`src/rtl/dial_zero_tracker.sv`:
```
// dial_zero_tracker: steps a circular dial (0..DIAL_MAX) one position per
// cycle for each accepted command, counting commands that finish on zero
// (land_count) and individual steps that arrive on zero (pass_count).
// Both counts saturate; overflow is sticky until rst or clr.
module dial_zero_tracker #(
    parameter int INPUT_WIDTH  = 10,
    parameter int OUTPUT_WIDTH = 16,
    parameter int DIAL_MAX     = 99,
    parameter int DIAL_INIT    = 50,
    parameter int DIAL_WIDTH   = 7
) (
    input  logic                    clk,
    input  logic                    rst,
    input  logic                    clr,
    input  logic                    valid,
    output logic                    ready,
    input  logic                    step_direction,
    input  logic [INPUT_WIDTH-1:0]  step_count,
    output logic [DIAL_WIDTH-1:0]   dial,
    output logic [OUTPUT_WIDTH-1:0] land_count,
    output logic [OUTPUT_WIDTH-1:0] pass_count,
    output logic                    overflow
);

    localparam logic [DIAL_WIDTH-1:0]  DMAX  = DIAL_WIDTH'(DIAL_MAX);
    localparam logic [DIAL_WIDTH-1:0]  DINIT = DIAL_WIDTH'(DIAL_INIT);
    localparam logic [INPUT_WIDTH-1:0] ONE   = INPUT_WIDTH'(1);

    typedef enum logic {IDLE, RUN} state_t;

    state_t                  state;
    state_t                  state_nxt;
    logic [INPUT_WIDTH-1:0]  remaining;
    logic                    dir_q;
    logic [DIAL_WIDTH-1:0]   dial_next;
    logic                    accept;
    logic                    last_step;
    logic                    land_inc;
    logic                    pass_inc;
    logic                    land_full;
    logic                    pass_full;

    // State register: reset and clr both return to IDLE
    always_ff @(posedge clk or negedge rst) begin
        if (!rst)
            state <= IDLE;
        else if (clr)
            state <= IDLE;
        else
            state <= state_nxt;
    end

    // Next-state: zero-step commands never leave IDLE
    always_comb begin
        state_nxt = state;
        case (state)
            IDLE: if (accept && (step_count != '0)) state_nxt = RUN;
            RUN:  if (last_step)                    state_nxt = IDLE;
            default: state_nxt = IDLE;
        endcase
    end

    // Outputs: ready is held low during reset as well as during clr and RUN
    always_comb begin
        ready = rst && (state == IDLE) && !clr;
    end

    // Step and count-event decode
    always_comb begin
        accept    = valid && ready;
        last_step = (state == RUN) && (remaining == ONE);
        if (dir_q)
            dial_next = (dial == DMAX) ? '0 : dial + DIAL_WIDTH'(1);
        else
            dial_next = (dial == '0) ? DMAX : dial - DIAL_WIDTH'(1);
        pass_inc  = (state == RUN) && (dial_next == '0);
        land_inc  = (accept && (step_count == '0) && (dial == '0)) ||
                    (last_step && (dial_next == '0));
        land_full = (land_count == '1);
        pass_full = (pass_count == '1);
    end

    // Datapath: command capture, dial stepping, saturating counters
    always_ff @(posedge clk or negedge rst) begin
        if (!rst) begin
            dial       <= DINIT;
            remaining  <= '0;
            dir_q      <= 1'b0;
            land_count <= '0;
            pass_count <= '0;
            overflow   <= 1'b0;
        end else if (clr) begin
            dial       <= DINIT;
            remaining  <= '0;
            dir_q      <= 1'b0;
            land_count <= '0;
            pass_count <= '0;
            overflow   <= 1'b0;
        end else begin
            if (accept) begin
                dir_q     <= step_direction;
                remaining <= step_count;
            end else if (state == RUN) begin
                dial      <= dial_next;
                remaining <= remaining - ONE;
            end
            if (land_inc) begin
                if (land_full) overflow   <= 1'b1;
                else           land_count <= land_count + OUTPUT_WIDTH'(1);
            end
            if (pass_inc) begin
                if (pass_full) overflow   <= 1'b1;
                else           pass_count <= pass_count + OUTPUT_WIDTH'(1);
            end
        end
    end

endmodule

```
`config.mk`:
```
export PLATFORM = sky130hd
export DESIGN_NAME = dial_zero_tracker
export DESIGN_NICKNAME = d
export VERILOG_FILES = /design/src/rtl/dial_zero_tracker.sv
export SDC_FILE = /design/constraint.sdc
export NUM_CORES = 1
export LEC_CHECK = 0
export CORE_AREA = 5 5 105 107
export CTS_CLUSTER_DIAMETER = 60
export DETAILED_ROUTE_END_ITERATION = 8
export DIE_AREA = 0 0 110 112
export GPL_TIMING_DRIVEN = 0
export HOLD_SLACK_MARGIN = 0.08
export MAX_ROUTING_LAYER = met4
export PLACE_DENSITY = 0.66
export SKIP_CTS_REPAIR_TIMING = 1
export SYNTH_ARGS = -nofsm -noshare
export SYNTH_HDL_FRONTEND = slang
export SYNTH_SLANG_ARGS = --single-unit
```
`constraint.sdc`:
```
create_clock -name clk -period 3.4 [get_ports clk]
set_clock_uncertainty 0.1 [all_clocks]
set_input_delay 0.68 -clock clk [delete_from_list [all_inputs] [get_ports clk]]
set_output_delay 0.68 -clock clk [all_outputs]
set_load 0.05 [all_outputs]
```
== Yosys cells after proc, flatten, opt, wreduce, memory -nomap -nowiden ==
Index checks and enable logic that the tools add are counted.
Word-level totals
  bits in registers: 52
  latch bits: 0
  memory bits (writable): 0
  memory bits (read-only): 0
  output and inout port bits: 41
  logic and storage cells: 69
  memories kept: 0
Cells by class
  add/sub/neg operators: 5
  multipliers: 0
  divide/modulo/power cells: 0
  $lt $le $gt $ge: 0
  equal/unequal tests: 7
  shift operators: 0
  muxes and demuxes: 26
  bitwise gates (word level): 1
  reductions and logical operators: 23
Operator list (number)
  $mux 16: 6
  $mux 7: 6
  $add 16x1->16 const B: 2
  $eq 16x16->1 const B: 2
  $mux 10: 3
  $logic_not 7->1: 2
  $eq 10x1->1 const B: 1
  $logic_not 10->1: 1
  $mux 1: 10
  $reduce_bool 10->1: 1
  $sub 10x1->10 const B: 1
  $logic_and 1x1->1: 9
  $reduce_bool 2->1: 4
  $add 7x1->7 const B: 1
  $eq 7x7->1 const B: 1
  $sub 7x1->7 const B: 1
  $ne 2x2->1 const B: 3
  $reduce_and 2->1: 3
  $reduce_bool 3->1: 1
  $pmux 1 s2: 1
  $logic_not 1->1: 1
  $logic_or 1x1->1: 1
  $not 1->1: 1

== Logic depth before layout (Yosys ltp) ==
Gate-level depths: netlist (run 1).
  word-level depth: 11
  gate-level depth with buffers: 13

== Worst setup path before layout (run 1) ==
OpenSTA, ideal clock, no wires.
  path kind: input-to-reg
  start point: input clr
  end point: register land_count[11]
  library setup time: 0.128 ns
  arrival: 3.427 ns
  data required time: 3.172 ns
  slack: -0.255 ns
  cell stages on the path: 7
  buffers on the path: 0
  cells stage by stage: nor3b_1 nand2_1 nor3_2 and2b_1 a41oi_4 nor4_1 mux2_1
Between the ends
  word-level cells in the longest chain between the ends: 8
  elaborated cells on any way between the ends: 10
RTL lines
  from (decl): line 14  | input logic clr,
  $logic_not 1->1: line 65  | ready = rst && (state == IDLE) && !clr;
  $logic_and 1x1->1: line 65
  $logic_and 1x1->1: line 70  | accept = valid && ready;
  $logic_and 1x1->1 (2 in a row): line 77  | land_inc = (accept && (step_count == '0) && (dial == '0)) ||
  $logic_or 1x1->1: line 77
  $reduce_bool 2->1 (no source line)
  $reduce_and 2->1 (no source line)
  to (signal assigned): line 109  | else land_count <= land_count + OUTPUT_WIDTH'(1);
  to (decl): line 20  | output logic [OUTPUT_WIDTH-1:0] land_count,
Parallel ways exist; a longest one is shown, timed or not.
A chain may end at the register's enable or synchronous reset.

== Worst setup path after layout (run 1) ==
  start point: register dial[0]
  end point: register pass_count[9]
Between the ends
  word-level cells in the longest chain between the ends: 7
  elaborated cells on any way between the ends: 11
RTL lines
  from (decl): line 19  | output logic [DIAL_WIDTH-1:0] dial,
  from (signal assigned): line 104  | dial <= dial_next;
  $sub 7x1->7, or another cell as far along: line 75  | dial_next = (dial == '0) ? DMAX : dial - DIAL_WIDTH'(1);
  $mux 7 (on tied branches): line 75, 73
  $mux 7 *: line 72  | if (dir_q)
  $logic_not 7->1 *: line 76  | pass_inc = (state == RUN) && (dial_next == '0);
  $logic_and 1x1->1 *: line 76
  $reduce_bool 2->1 (no source line) *
  $reduce_and 2->1 (no source line) *
  to (signal assigned): line 113  | else pass_count <= pass_count + OUTPUT_WIDTH'(1);
  to (decl): line 21  | output logic [OUTPUT_WIDTH-1:0] pass_count,
Mark *: on every way between the ends. The rest lies on a longest branch, timed or not.

==> results of run 1 <==
## layout make-up
type / instances / share of cell area
Buffer: 25 / 0.0254
Clock buffer: 8 / 0.0213
Inverter: 9 / 0.00797
Multi-Input combinational cell: 306 / 0.462
Sequential cell: 52 / 0.308
Tap cell: 136 / 0.0401
Timing Repair Buffer: 57 / 0.135
## registers in the layout, indices dropped and copies added (netlist names)
| register | cells |
|---|---|
| remaining | 10 |
| land_count | 16 |
| dial | 7 |
| state | 1 |
| dir_q | 1 |
| overflow | 1 |
| pass_count | 16 |
## power groups by stage
stage | clock (mW) | combinational (mW) | sequential (mW)
after floorplan | 0 | 0.108 | 0.673
after global placement | 0 | 0.188 | 0.663
after detailed placement | 0 | 0.193 | 0.663
after CTS | 0.393 | 0.193 | 0.652
after global routing | 0.414 | 0.217 | 0.655
final | 0.383 | 0.195 | 0.652
## worst min path at each step
stage,start,to,slack (ns),cells past startpoint
after floorplan,rst,dial[0],0.28,0
after global placement,remaining[9],remaining[9],0.46,2
after detailed placement,land_count[5],land_count[5],0.47,2
after CTS,rst,dial[2],0.29,1
after global routing,rst,dial[2],0.31,1
final,rst,dial[2],0.27,1
## per-stage QoR
stage / instance area [µm²] / worst slack [ns]
4_1_cts: 4220 / 0.122
3_3_place_gp: 4120 / -1.71
6_report: 4240 / 0.276
2_1_floorplan: 3400 / 0.272
3_5_place_dp: 4130 / 0.148
5_1_grt: 4240 / 0.0671
## layer usage
layer  global-route usage  wire, µm
met5                    -         0
met4               0.0374       110
met3               0.0272       503
met2                0.249      4460
met1                0.210      4270
## critical path, stage by stage, from the launching register on
cell and delay (ns):
dfrtp_1 0.41, clkbuf_1 0.20, inv_1 0.13, ha_1 0.33, nand2b_1 0.09, o21ai_0 0.29
a32oi_1 0.17, nor2_2 0.23, nand4b_4 0.21, buf_2 0.25, nor3_1 0.25, mux2_1 0.35
## cells in the final DEF (no fill, tap or decap), types with 3 or more instances in the layout
cell	instances
clkdlybuf4s50_1	54
xor2_1	4
nor3_1	14
nand4_1	8
mux2_1	12
and3_1	6
ha_1	7
o21ai_0	7
buf_2	6
nand2_1	28
nor2_1	36
and4_1	5
inv_1	9
o31ai_1	8
nand3b_1	4
nor2b_1	17
nor4_1	5
clkbuf_1	20
a211oi_1	7
clkbuf_8	6
nand2b_1	4
dfstp_2	3
dfrtp_1	49
or4_1	12
o21ai_1	13
nand3_1	23
and2_1	4
xnor2_1	6
or3_1	10
a21oi_1	31
## cells by family (layout without fill, tap and decap cells)
| logic type | count (synthesis) | after routing |
|---|---|---|
| mux | 13 | 13 |
| simple gates | 192 | 192 |
| xor+xnor | 10 | 10 |
| compound gates | 84 | 84 |
| flops | 52 | 52 |
| fa+ha+maj | 7 | 7 |
| buf+inv | 35 | 99 |
==> flow_summary.toml, run 1 <==
[critical_path]
r2r_start = "dial[0]"
cp_max_fo = 10
start_kind = "flip-flop"
r2r_cells = 11
rr_endpoint = "pass_count[9]"
worstSetupEndpoint = "pass_count[9]"
critPathKind = "flip-flop to flip-flop"
critPathRequiredTime_ns = 3.50
r2r_slack_ns = 0.28
startpoint = "dial[0]"
cp.arrival_ns = 3.22
crit_path_end_kind = "flip-flop"

[finish]
area_growth_pct = 25.0
drive_gt1_frac = 0.0635
insertedDiodeCount = 0
stdcell_count = 593
seqCellArea_um2 = 1310
final_nets = 478
fillers = 1013
multi_input_area_um2 = 1960
final_core_utilization = 0.422

[clock_network]
root_buffer = "clkbuf_8"
clock-sinks = 52
clock_path_buffers = 2
clk_latency_ns = 0.31
cts_made_buffers = 5
cts_tree = "built"
cts-htree-levels = 2
clkTransAtPathRegs_ns = 0.10

[synth]
synth_mux_area_frac = 0.0428
syn-cell-area_um2 = 3390
synthCells = 393
ys_ff_latch = 52
yosys.area.top_type_share = 0.362
synth_fp_nets = 415
synth_edf_count = 0
ys_seq_area_frac = 0.385
synth.area.top_cells = "dfrtp_1 (36%), a21oi_1 (4.6%), nor2_1 (4.0%)"
synth-xor-area-share = 0.0258
syn_avg_cell_area_um2 = 8.63
yosys.area_share.simple = 0.317
yosys-top-cells-count = "dfrtp_1 (49), nor2_1 (36), a21oi_1 (31)"
yosysUniqueCellTypes = 58
synth_top_flop_cell = "dfrtp_1"
yosysWarnings = 0
synth_compound_area_frac = 0.161
synth_top_family_by_area = "simple AND/OR/NAND/NOR gates"
async_reset_ff_frac = 1.00
synth_adder_area_share = 0.0258
synth_top_cell_by_area = "dfrtp_1"
synth.most_common_cell = "dfrtp_1"

[worst_hold_path]
hold_path.class = "input pin to asynchronous set/reset pin"

[sta]
worstMarginPinSlew_ns = 0.613
slew_headroom = 0.591
rsz0062_at_grt = "no"
final_max_slew_viol_count = 0
period_share = 0.919
whs_ns = 0.273
setup_viol = 0
min_period_ns = 3.12
max_freq_mhz = 320
hold_viol = 0
fin_setup_tns_ns = 0

[power]
pwr-share-seq = 0.530
p_switching_uw = 355
switching_share = 0.288
p_clk_frac = 0.311
p_total_mw = 1.23
p_comb_frac = 0.159
leakage_nw = 1.58
ir_worst_vdd_mv = 0.159
internal_power_uw = 876
power_density_nw_per_um2 = 290

[die]
dieArea_um2 = 12300
initial_core_util = 0.338
die_h_um = 112
ios = 56
die_x_um = 110
placement_rows = 37
core_um2 = 10000

[place]
placed_cells = 585
port_buffers = 55
routabilityCongestion = 0.895
dp_hpwl_mm = 6.82

[run]
maxCapViolCount = 0

[routing]
wirelength_mm = 9.35
drc = 0
drt-pass1-iter-count = 5
vias_per_cell = 5.48
ant_nets = 0
drt_iter0_drc = 224
avgRoutedWirePerCell_um = 15.8
vias = 3248

[grt]
grt_pass1_wl_mm = 15.4
grt_pass1_vias = 3146
grt_usage = 0.158
grt_antenna_before_repair = 0
globalRouteOverflowTotal = 0
grt_max_degree = 30

[status]
status = "complete, no violations"
No activity file was read; power rests on OpenSTA's default activity.
==> run 2, diff against run 1 <==
--- a/config.mk
+++ b/config.mk
@@ -11,7 +11,6 @@
 export DIE_AREA = 0 0 110 112
 export GPL_TIMING_DRIVEN = 0
 export HOLD_SLACK_MARGIN = 0.08
-export MAX_ROUTING_LAYER = met4
 export PLACE_DENSITY = 0.66
 export SKIP_CTS_REPAIR_TIMING = 1
 export SYNTH_ARGS = -nofsm -noshare
==> constraint.sdc (replaced) <==
create_clock -name clk -period 2.9 [get_ports clk]
set_clock_uncertainty 0.1 [all_clocks]
set_input_delay 0.58 -clock clk [delete_from_list [all_inputs] [get_ports clk]]
set_output_delay 0.58 -clock clk [all_outputs]
set_load 0.05 [all_outputs]
==> flow_summary.toml, run 2 (synthesis results as in run 1) <==
[power]
power_density_nw_per_um2 = 321
leakage_nw = 1.79
ir_worst_vdd_mv = 0.220
p_total_mw = 1.48

[die]
ios = 56
die_x_um = 110
core_um2 = 10000
dieArea_um2 = 12300
die_h_um = 112
initial_core_util = 0.338
placement_rows = 37

[sta]
worstMarginPinSlew_ns = 0.659
whs_ns = 0.0991
setup_viol = 6
rsz0062_at_grt = "yes"
period_share = 1.03
final_max_slew_viol_count = 0
finalWorstSetupSlack_ns = -0.0802
max_freq_mhz = 336
hold_viol = 0
slew_headroom = 0.561
min_period_ns = 2.98

[critical_path]
critPathRequiredTime_ns = 3.03
start_kind = "flip-flop"
r2r_slack_ns = -0.08
crit_path_end_kind = "flip-flop"
critPathKind = "flip-flop to flip-flop"
cp_max_fo = 6
cp.arrival_ns = 3.11

[finish]
top_regs = "land_count x16, pass_count x16, remaining x10"
layout_commonest_cell = "clkdlybuf4s50_1"
area_growth_pct = 35.6
final_cell_mix = "clkdlybuf4s50_1 (53), dfrtp_1 (47), nor2_1 (36)"
fillers = 967
final_area_um2 = 4600
drive_gt1_frac = 0.167
final_nets = 483
insertedDiodeCount = 0
final_core_utilization = 0.458

[clock_network]
cts_tree = "built"
clock-sinks = 52
clock_path_buffers = 2
cts-htree-levels = 2
root_buffer = "clkbuf_8"
clkTransAtPathRegs_ns = 0.10
clk_latency_ns = 0.31
cts_made_buffers = 5

[routing]
vias_per_cell = 5.53
avgRoutedWirePerCell_um = 16.6
vias = 3300
drc = 0
drt_iter0_drc = 262
ant_nets = 0
wirelength_mm = 9.88
drt-pass1-iter-count = 4

[worst_hold_path]
hold_path.class = "input pin to asynchronous set/reset pin"

[status]
violations = "setup timing"
status = "finished with violations"

[grt]
grt_usage = 0.154
grt_antenna_before_repair = 0
globalRouteOverflowTotal = 0
grt_max_degree = 30
grt_pass1_vias = 3181
grt_pass1_wl_mm = 15.6

[place]
routabilityCongestion = 0.882
dp_hpwl_mm = 6.89
port_buffers = 55
post_dp_cell_area_um2 = 4150

[run]
maxCapViolCount = 0
## run 2: cell count changes in the layout (fill, tap and decap cells not counted), moves of 3 or more
cell	previous run	this run
or4_1	12	9
buf_4	1	4
or4_4	1	4
a21oi_2	0	5
ha_1	7	4
a21oi_1	31	26
nor3_4	0	5
nor3_2	2	5
nor3_1	14	6
mux2_4	0	6
clkbuf_1	20	14
mux2_1	12	6
## run 2: cell type report
class | instances | area [µm²] | area share
plain buffers | 24 | 139 | 0.0302
inverters | 9 | 33.8 | 0.00735
repair buffers | 62 | 646 | 0.140
multi-input cells | 307 | 2200 | 0.479
well taps | 136 | 170 | 0.0370
clock buffers | 7 | 96.3 | 0.0210
flip-flops and latches | 52 | 1310 | 0.285
## run 2: power by group
group / total [mW] / internal [mW] / leakage, nW / switching, mW
clock network: 0.455 / 0.213 / 0.0503 / 0.241
registers: 0.766 / 0.744 / 0.707 / 0.0222
logic: 0.257 / 0.103 / 1.03 / 0.154
## run 2: worst paths after layout
check / start / to / depth (start not counted)
max: remaining[6] / land_count[5] / 7
min: rst / dial[2] / 1
max reg2reg: remaining[6] / land_count[5] / 7
min reg2reg: remaining[1] / remaining[1] / 2
max in group asynchronous: rst / dial[5] / 2
min in group clk: remaining[1] / remaining[1] / 2
## run 2: worst max-delay path, stage by stage (launching register included)
cell     delay (ns)
dfrtp_1        0.42
or4_4          0.53
or4b_4         0.59
nor4_4         0.31
a41oi_4        0.18
buf_12         0.18
or4_4          0.47
a21oi_2        0.12
## run 2: stage by stage
stage	setup slack, ns	TNS [ns]	instances
2_1_floorplan	0.00233	0	393
3_3_place_gp	-2.11	-82.09	584
3_5_place_dp	-0.287	-6.32	585
4_1_cts	-0.315	-5.78	592
5_1_grt	-0.145	-1.37	597
6_report	-0.0802	-0.261	597
## run 2: metal layers
metal | share of wire | wire length, µm | GRT usage | up-vias
li1 | - | - | - | 1582
met1 | 0.45 | 4420 | 0.208 | 1646
met2 | 0.50 | 4940 | 0.258 | 68
met3 | 0.047 | 460 | 0.0290 | 4
met4 | 0.0058 | 57 | 0.0291 | 0
met5 | 0 | 0 | 0 | -
